==> config.mk <==
export PLATFORM = sky130hd
export DESIGN_NAME = obuf_drain
export DESIGN_NICKNAME = d
export VERILOG_FILES = /design/src/rtl/obuf_pkg.sv /design/src/rtl/obuf_lane_serializer.sv /design/src/rtl/obuf_drain.sv
export SDC_FILE = /design/constraint.sdc
export NUM_CORES = 2
export LEC_CHECK = 0
export CORE_AREA = 4 4 444 446
export DETAILED_ROUTE_END_ITERATION = 10
export DIE_AREA = 0 0 448 450
export PLACE_DENSITY = 0.46
export RECOVER_POWER = 100
export REMOVE_ABC_BUFFERS = 1
export SLEW_MARGIN = 10
export SYNTH_ARGS = -nofsm -noshare
export SYNTH_HDL_FRONTEND = slang
export SYNTH_SLANG_ARGS = --single-unit
==> constraint.sdc <==
create_clock -name CLK -period 4.2 [get_ports CLK]
set_input_delay 0.42 -clock CLK [delete_from_list [all_inputs] [get_ports CLK]]
set_output_delay 0.42 -clock CLK [all_outputs]
set_load 0.02 [all_outputs]
==> src/rtl/obuf_pkg.sv <==
// Shared constants, FSM state type and lane type for the output-buffer drain stage.
// Latency: n/a (declarations only).
// Backpressure: n/a.
package obuf_pkg;

    localparam int DATA_W   = 1024;
    localparam int LANE_W   = 64;
    localparam int LANES    = DATA_W / LANE_W;
    localparam int ADDR_W   = 13;
    localparam int NUM_ROWS = 32;
    localparam int CNT_W    = 6;

    typedef enum logic [2:0] {
        ST_IDLE = 3'd0,
        ST_READ = 3'd1,
        ST_CAPT = 3'd2,
        ST_SEND = 3'd3,
        ST_DONE = 3'd4
    } state_t;

    typedef logic [LANE_W-1:0] lane_t;

endpackage

==> src/rtl/obuf_lane_serializer.sv <==
// Row-to-lane serializer: loads one buffer row, presents it lane 0 first.
// Latency: lane 0 visible the cycle after load_i; one lane per advance_i.
// Backpressure: holds lane_o/last_o stable whenever advance_i is low.
// Ports: clk_i/rst_ni clock and async active-low reset; load_i/row_i row load;
//        advance_i step to next lane; lane_o current lane; last_o final lane flag.
// Build option OBUF_DRAIN_RELU_EN: negative lanes are zeroed at load.
module obuf_lane_serializer #(
    parameter int DATA_W = obuf_pkg::DATA_W,
    parameter int LANE_W = obuf_pkg::LANE_W
) (
    input  logic              clk_i,
    input  logic              rst_ni,
    input  logic              load_i,
    input  logic [DATA_W-1:0] row_i,
    input  logic              advance_i,
    output logic [LANE_W-1:0] lane_o,
    output logic              last_o
);
    localparam int LANES = DATA_W / LANE_W;
    localparam int IDX_W = $clog2(LANES);

    logic [DATA_W-1:0] row_q, row_d, row_ld;
    logic [IDX_W-1:0]  idx_q, idx_d;

    // Optional rectification happens on the way in, so the shift path and
    // latency are identical in both builds.
    always_comb begin
        row_ld = row_i;
`ifdef OBUF_DRAIN_RELU_EN
        for (int l = 0; l < LANES; l++) begin
            if (row_i[l*LANE_W + LANE_W - 1]) begin
                row_ld[l*LANE_W +: LANE_W] = '0;
            end
        end
`endif
    end

    // Shift right so the presented lane is always the low register bits:
    // lane_o is a plain register output, no wide mux in front of it.
    always_comb begin
        row_d = row_q;
        idx_d = idx_q;
        if (load_i) begin
            row_d = row_ld;
            idx_d = '0;
        end else if (advance_i) begin
            row_d = row_q >> LANE_W;
            idx_d = idx_q + 1'b1;
        end
    end

    always_ff @(posedge clk_i or negedge rst_ni) begin
        if (!rst_ni) begin
            row_q <= '0;
            idx_q <= '0;
        end else begin
            row_q <= row_d;
            idx_q <= idx_d;
        end
    end

    assign lane_o = row_q[LANE_W-1:0];
    assign last_o = (idx_q == IDX_W'(LANES - 1));

endmodule

==> src/rtl/obuf_drain.sv <==
// Output-buffer drain: reads a run of rows and streams each as 16 x 64-bit lanes.
// Latency: start -> READ +1, CAPT +2, first m_valid +3; 18 cycles per row at full rate.
// Backpressure: m_valid & !m_ready freezes lane, m_data/m_last and further reads.
// Ports: CLK/RST_N clock and async active-low reset; start/base_addr/row_cnt command;
//        busy/done status; buf_CEN/buf_A/buf_Q buffer read port (Q one cycle after CEN=0);
//        m_valid/m_ready/m_data/m_last output stream.
// Build option OBUF_DRAIN_RELU_EN: negative lanes are emitted as zero.
module obuf_drain #(
    parameter int DATA_W   = obuf_pkg::DATA_W,
    parameter int LANE_W   = obuf_pkg::LANE_W,
    parameter int ADDR_W   = obuf_pkg::ADDR_W,
    parameter int NUM_ROWS = obuf_pkg::NUM_ROWS
) (
    input  logic              CLK,
    input  logic              RST_N,
    input  logic              start,
    input  logic [ADDR_W-1:0] base_addr,
    input  logic [5:0]        row_cnt,
    output logic              busy,
    output logic              done,
    output logic              buf_CEN,
    output logic [ADDR_W-1:0] buf_A,
    input  logic [DATA_W-1:0] buf_Q,
    output logic              m_valid,
    input  logic              m_ready,
    output logic [LANE_W-1:0] m_data,
    output logic              m_last
);
    import obuf_pkg::*;

    // Row addresses wrap by keeping the low bits; NUM_ROWS is a power of two.
    localparam int ROW_AW = $clog2(NUM_ROWS);

    state_t            state_q, state_d;
    logic [ADDR_W-1:0] base_q, base_d;
    logic [5:0]        cnt_q, cnt_d;
    logic [5:0]        row_q, row_d;
    logic [ADDR_W-1:0] addr_q, addr_d;
    logic [ADDR_W-1:0] rd_sum;
    logic              busy_q, done_q, cen_q, vld_q;
    logic              advance, last_row, ser_last;
    logic [LANE_W-1:0] ser_lane;

    assign advance  = vld_q & m_ready;
    assign last_row = ((row_q + 6'd1) == cnt_q);

    always_comb begin
        state_d = state_q;
        base_d  = base_q;
        cnt_d   = cnt_q;
        row_d   = row_q;
        addr_d  = addr_q;
        rd_sum  = '0;
        case (state_q)
            ST_IDLE: begin
                if (start) begin
                    base_d  = base_addr;
                    cnt_d   = row_cnt;
                    row_d   = '0;
                    state_d = (row_cnt != 6'd0) ? ST_READ : ST_DONE;
                end
            end
            ST_READ: state_d = ST_CAPT;
            ST_CAPT: state_d = ST_SEND;
            ST_SEND: begin
                if (advance && ser_last) begin
                    if (last_row) begin
                        state_d = ST_DONE;
                    end else begin
                        state_d = ST_READ;
                        row_d   = row_q + 6'd1;
                    end
                end
            end
            ST_DONE: state_d = ST_IDLE;
            default: state_d = ST_IDLE;
        endcase
        // Address is computed from next-state values so it is registered
        // alongside buf_CEN and both are valid throughout the READ cycle.
        if (state_d == ST_READ) begin
            rd_sum = base_d + ADDR_W'(row_d);
            addr_d = ADDR_W'(rd_sum[ROW_AW-1:0]);
        end
    end

    always_ff @(posedge CLK or negedge RST_N) begin
        if (!RST_N) begin
            state_q <= ST_IDLE;
            base_q  <= '0;
            cnt_q   <= '0;
            row_q   <= '0;
            addr_q  <= '0;
            busy_q  <= 1'b0;
            done_q  <= 1'b0;
            cen_q   <= 1'b1;
            vld_q   <= 1'b0;
        end else begin
            state_q <= state_d;
            base_q  <= base_d;
            cnt_q   <= cnt_d;
            row_q   <= row_d;
            addr_q  <= addr_d;
            busy_q  <= (state_d != ST_IDLE);
            done_q  <= (state_d == ST_DONE);
            cen_q   <= (state_d != ST_READ);
            vld_q   <= (state_d == ST_SEND);
        end
    end

    // buf_Q is only non-zero in CAPT, so the row is captured exactly then.
    obuf_lane_serializer #(
        .DATA_W (DATA_W),
        .LANE_W (LANE_W)
    ) u_ser (
        .clk_i     (CLK),
        .rst_ni    (RST_N),
        .load_i    (state_q == ST_CAPT),
        .row_i     (buf_Q),
        .advance_i (advance),
        .lane_o    (ser_lane),
        .last_o    (ser_last)
    );

    assign busy    = busy_q;
    assign done    = done_q;
    assign buf_CEN = cen_q;
    assign buf_A   = addr_q;
    assign m_valid = vld_q;
    assign m_data  = ser_lane;
    assign m_last  = ser_last & last_row & vld_q;

endmodule

==> flow_metrics.py <==
metrics = {
    "critical_path": {
        "r2r-end": "u_ser.row_q[866]",
        "r2r_slack_ns": 0.46,
        "critPathLaunchType": "register",
        "critPathKind": "register to register",
        "cp_slowest_stage_delay_ns": 1.52,
        "crit_top_cell": "nor2_1",
        "arrival_ns": 4.42,
        "slowest_stage": "nand2_1",
        "cp_cell_sequence": "nor2_1 > nand2_1 > clkbuf_2 > nor2_1 > a31oi_1",
        "ff2ff_path_depth": 5,
        "rr_startpoint": "state_q[0]",
        "worstPathMaxFanout": 48,
        "endpoint_kind": "register",
        "required_ns": 4.88,
    },
    "global_routing": {
        "grt_max_degree": 212,
        "grt-ovfl-total": 0,
        "grt_pass1_wl_mm": 298,
        "grt_pass1_vias": 42800,
        "track_usage_pct": 19.9,
        "grt_antenna_before_repair": 136,
    },
    "finish": {
        "final_cells": 9272,
        "syn_to_final_growth_pct": 37.1,
        "mostFrequentLayoutCells": "nand2_1 (2090), dfrtp_1 (1056), clkdlybuf4s50_1 (1037), nor2_1 (967), a31oi_1 (961)",
        "nets": 7627,
        "postLayoutCoreUtil_pct": 33.6,
        "drive_above_1_share_pct": 4.18,
        "layout_commonest_cell": "nand2_1",
    },
    "clocking": {
        "cts_buffers": 133,
        "clock_insertion_delay_worst_skew_ns": 0.77,
        "post_cts_buffers": 0,
        "cts_sinks": 1057,
        "tritoncts": "built",
        "path_clk_slew_ns": 0.06,
        "clockBufferDepth": 3,
        "ctsHtreeMaxLevel": 4,
        "clockRootBuffer": "clkbuf_16",
    },
    "timing": {
        "finalSetupViolCount": 0,
        "setup_tns_ns": 0,
        "post-route-worst-setup-slack_ns": 0.455,
        "rsz0062_at_grt": "false",
        "fin_worst_skew_ns": 0.0239,
        "fin_crit_sh_pct": 89.2,
        "hold_viol_final": 0,
        "fmax_mhz": 267,
        "relSlewSlack_pct": -86.2,
        "slew_violations": 148,
        "worst_pin_slew_ns": 2.79,
        "period_needed_ns": 3.74,
    },
    "logic_synthesis": {
        "syn_inst": 5753,
        "synth_seq_cells": 1057,
        "synthDominantCellAreaShare_pct": 56.0,
        "synth_area_sq_um": 47200,
        "synth_edf_count": 0,
        "ys_seq_area_share_pct": 56.0,
        "synth_ff_type": "dfrtp_1",
        "synth.area.top_cells": "dfrtp_1 (56%), nand2_1 (17%), a31oi_1 (13%)",
        "syn_area_per_cell_sq_um": 8.21,
        "synth_async_sr_flop_share_pct": 100,
        "ys_warn_count": 0,
        "synth_area_leader_cell": "dfrtp_1",
        "ys_types": 44,
    },
    "placed_design": {
        "placed_cells": 8963,
        "gp_congestion": 0.846,
        "portBuffers": 1112,
        "pre_cts_ws_ns": 0.447,
        "dp_hpwl_mm": 150,
    },
    "die": {
        "start_util_pct": 24.5,
        "die_w_um": 448,
        "io_pins": 1129,
        "row_count": 161,
        "die_y_um": 450,
        "coreArea_sq_um": 193000,
        "die-area_sq_um": 202000,
    },
    "detailed_routing": {
        "drt_iter0_drc": 4068,
        "viasPerCell": 4.75,
        "dr.pass1.iters": 6,
        "ant_nets": 0,
        "via_count": 44100,
        "wl_per_cell_um": 22.3,
        "drc_errors": 0,
        "drt-total-wl_mm": 207,
    },
    "worst_hold_path": {
        "hold_depth": 3,
        "hold_end": "u_ser.row_q[994]",
        "hold_start": "buf_Q[994]",
        "min_path_type": "input port to register",
    },
    "power": {
        "p_per_area_nw_per_um2": 562,
        "leakagePower_nw": 28.2,
        "peakVddDrop_mv": 0.386,
    },
    "run_status": {
        "violations": "capacitance limit, slew limit",
        "status": "finished, violations left",
    },
    "run": {
        "drv_cap": 3,
    },
}
[cell type report]
type / instances / area [sq um]
diodes: 73 / 183
clock buffers: 194 / 3870
clock inverters: 41 / 549
fillers: 20500 / 128000
inverters: 2 / 7.51
multi-input cells: 4176 / 18500
flip-flops and latches: 1057 / 26500
well taps: 2526 / 3160
repair buffers: 1203 / 12000
[cell families (layout without fill, tap and decap cells)]
kind of cell / Yosys count / after routing / synth area share [%]
AO/OA/AOI/OAI: 982 / 982 / 13.0
other: 1 / 81 / 0.00794
multiplexers: 5 / 5 / 0.122
adder cells (fa/ha/maj): 7 / 7 / 0.201
XOR/XNOR: 19 / 19 / 0.352
AND/OR/NAND/NOR: 3155 / 3155 / 25.5
flip-flops: 1057 / 1057 / 56.0
buffers and inverters: 527 / 1440 / 4.78
[power by group]
group	switching [mW]	internal, mW
sequential	2.23	13.8
combinational	4.75	3.80
clock	4.87	6.88
total	11.9	24.5
[worst max path at each step]
stage / end / slack [ns] / cells past startpoint / start
after floorplan: buf_A[0] / -28.69 / 6 / state_q[1]
after global placement: buf_A[4] / 0.40 / 12 / m_ready
after detailed placement: buf_A[4] / 0.45 / 12 / m_ready
after CTS: m_last / 0.45 / 8 / row_q[0]
after global routing: u_ser.row_q[866] / 0.11 / 5 / state_q[0]
final: u_ser.row_q[866] / 0.46 / 5 / state_q[0]
[stage by stage]
step | hold slack [ns] | cell area (sq um) | total power, mW
6_report | 0.170 | 64800 | 36.4
5_1_grt | 0.114 | 64700 | 38.7
4_1_cts | 0.0868 | 64900 | 37.0
3_5_place_dp | 0.468 | 60500 | 25.0
3_3_place_gp | 0.479 | 60500 | 24.8
2_1_floorplan | 0.124 | 45000 | 23.0
[what timing repair did]
action	in CTS	in global routing
resized for setup	0	0
endpoints found under the hold margin	65	0
hold buffers	1	0
[synthesized netlist by cell type, types with 2 or more instances]
library cell / n
buf_1: 29
nor2_1: 967
ha_1: 6
nor3_1: 2
nand2_1: 2091
a31oi_1: 961
and3_1: 4
xor2_1: 9
nor4_1: 2
a21oi_1: 8
a31o_2: 2
or4b_1: 2
xnor2_1: 10
or4_4: 2
mux2_1: 2
nor2b_1: 2
dfrtp_1: 1056
or3_1: 2
clkbuf_1: 422
buf_4: 74
mux2i_1: 2
o21ai_0: 4
nand3_1: 67
nand4_1: 4
a21o_1: 2
nand3b_1: 3
[critical path, delay by kind of cell, from the launching register on]
kind	cells	cell delay, ns
AO/OA/AOI/OAI	1	0.24
buffers and inverters	1	0.94
flip-flops	1	0.43
AND/OR/NAND/NOR	3	1.92
[state kept, by name (all words and copies together) (netlist names)]
register,cells
u_ser.idx_q,4
cnt_q,6
m_valid,1
u_ser.row_q,1024
busy,1
row_q,6
buf_A,5
buf_CEN,1
base_q,5
done,1
state_q,3
[layer usage]
layer  up-vias  wire, um  GRT usage, %
met5         -        79             0
met4        14      6740          8.50
met3       321      9270          3.44
met2      1208    105000          33.2
met1     21800     85700          25.2
li1      20800         -             -
Note: power is estimated with default switching activity, not from simulation.
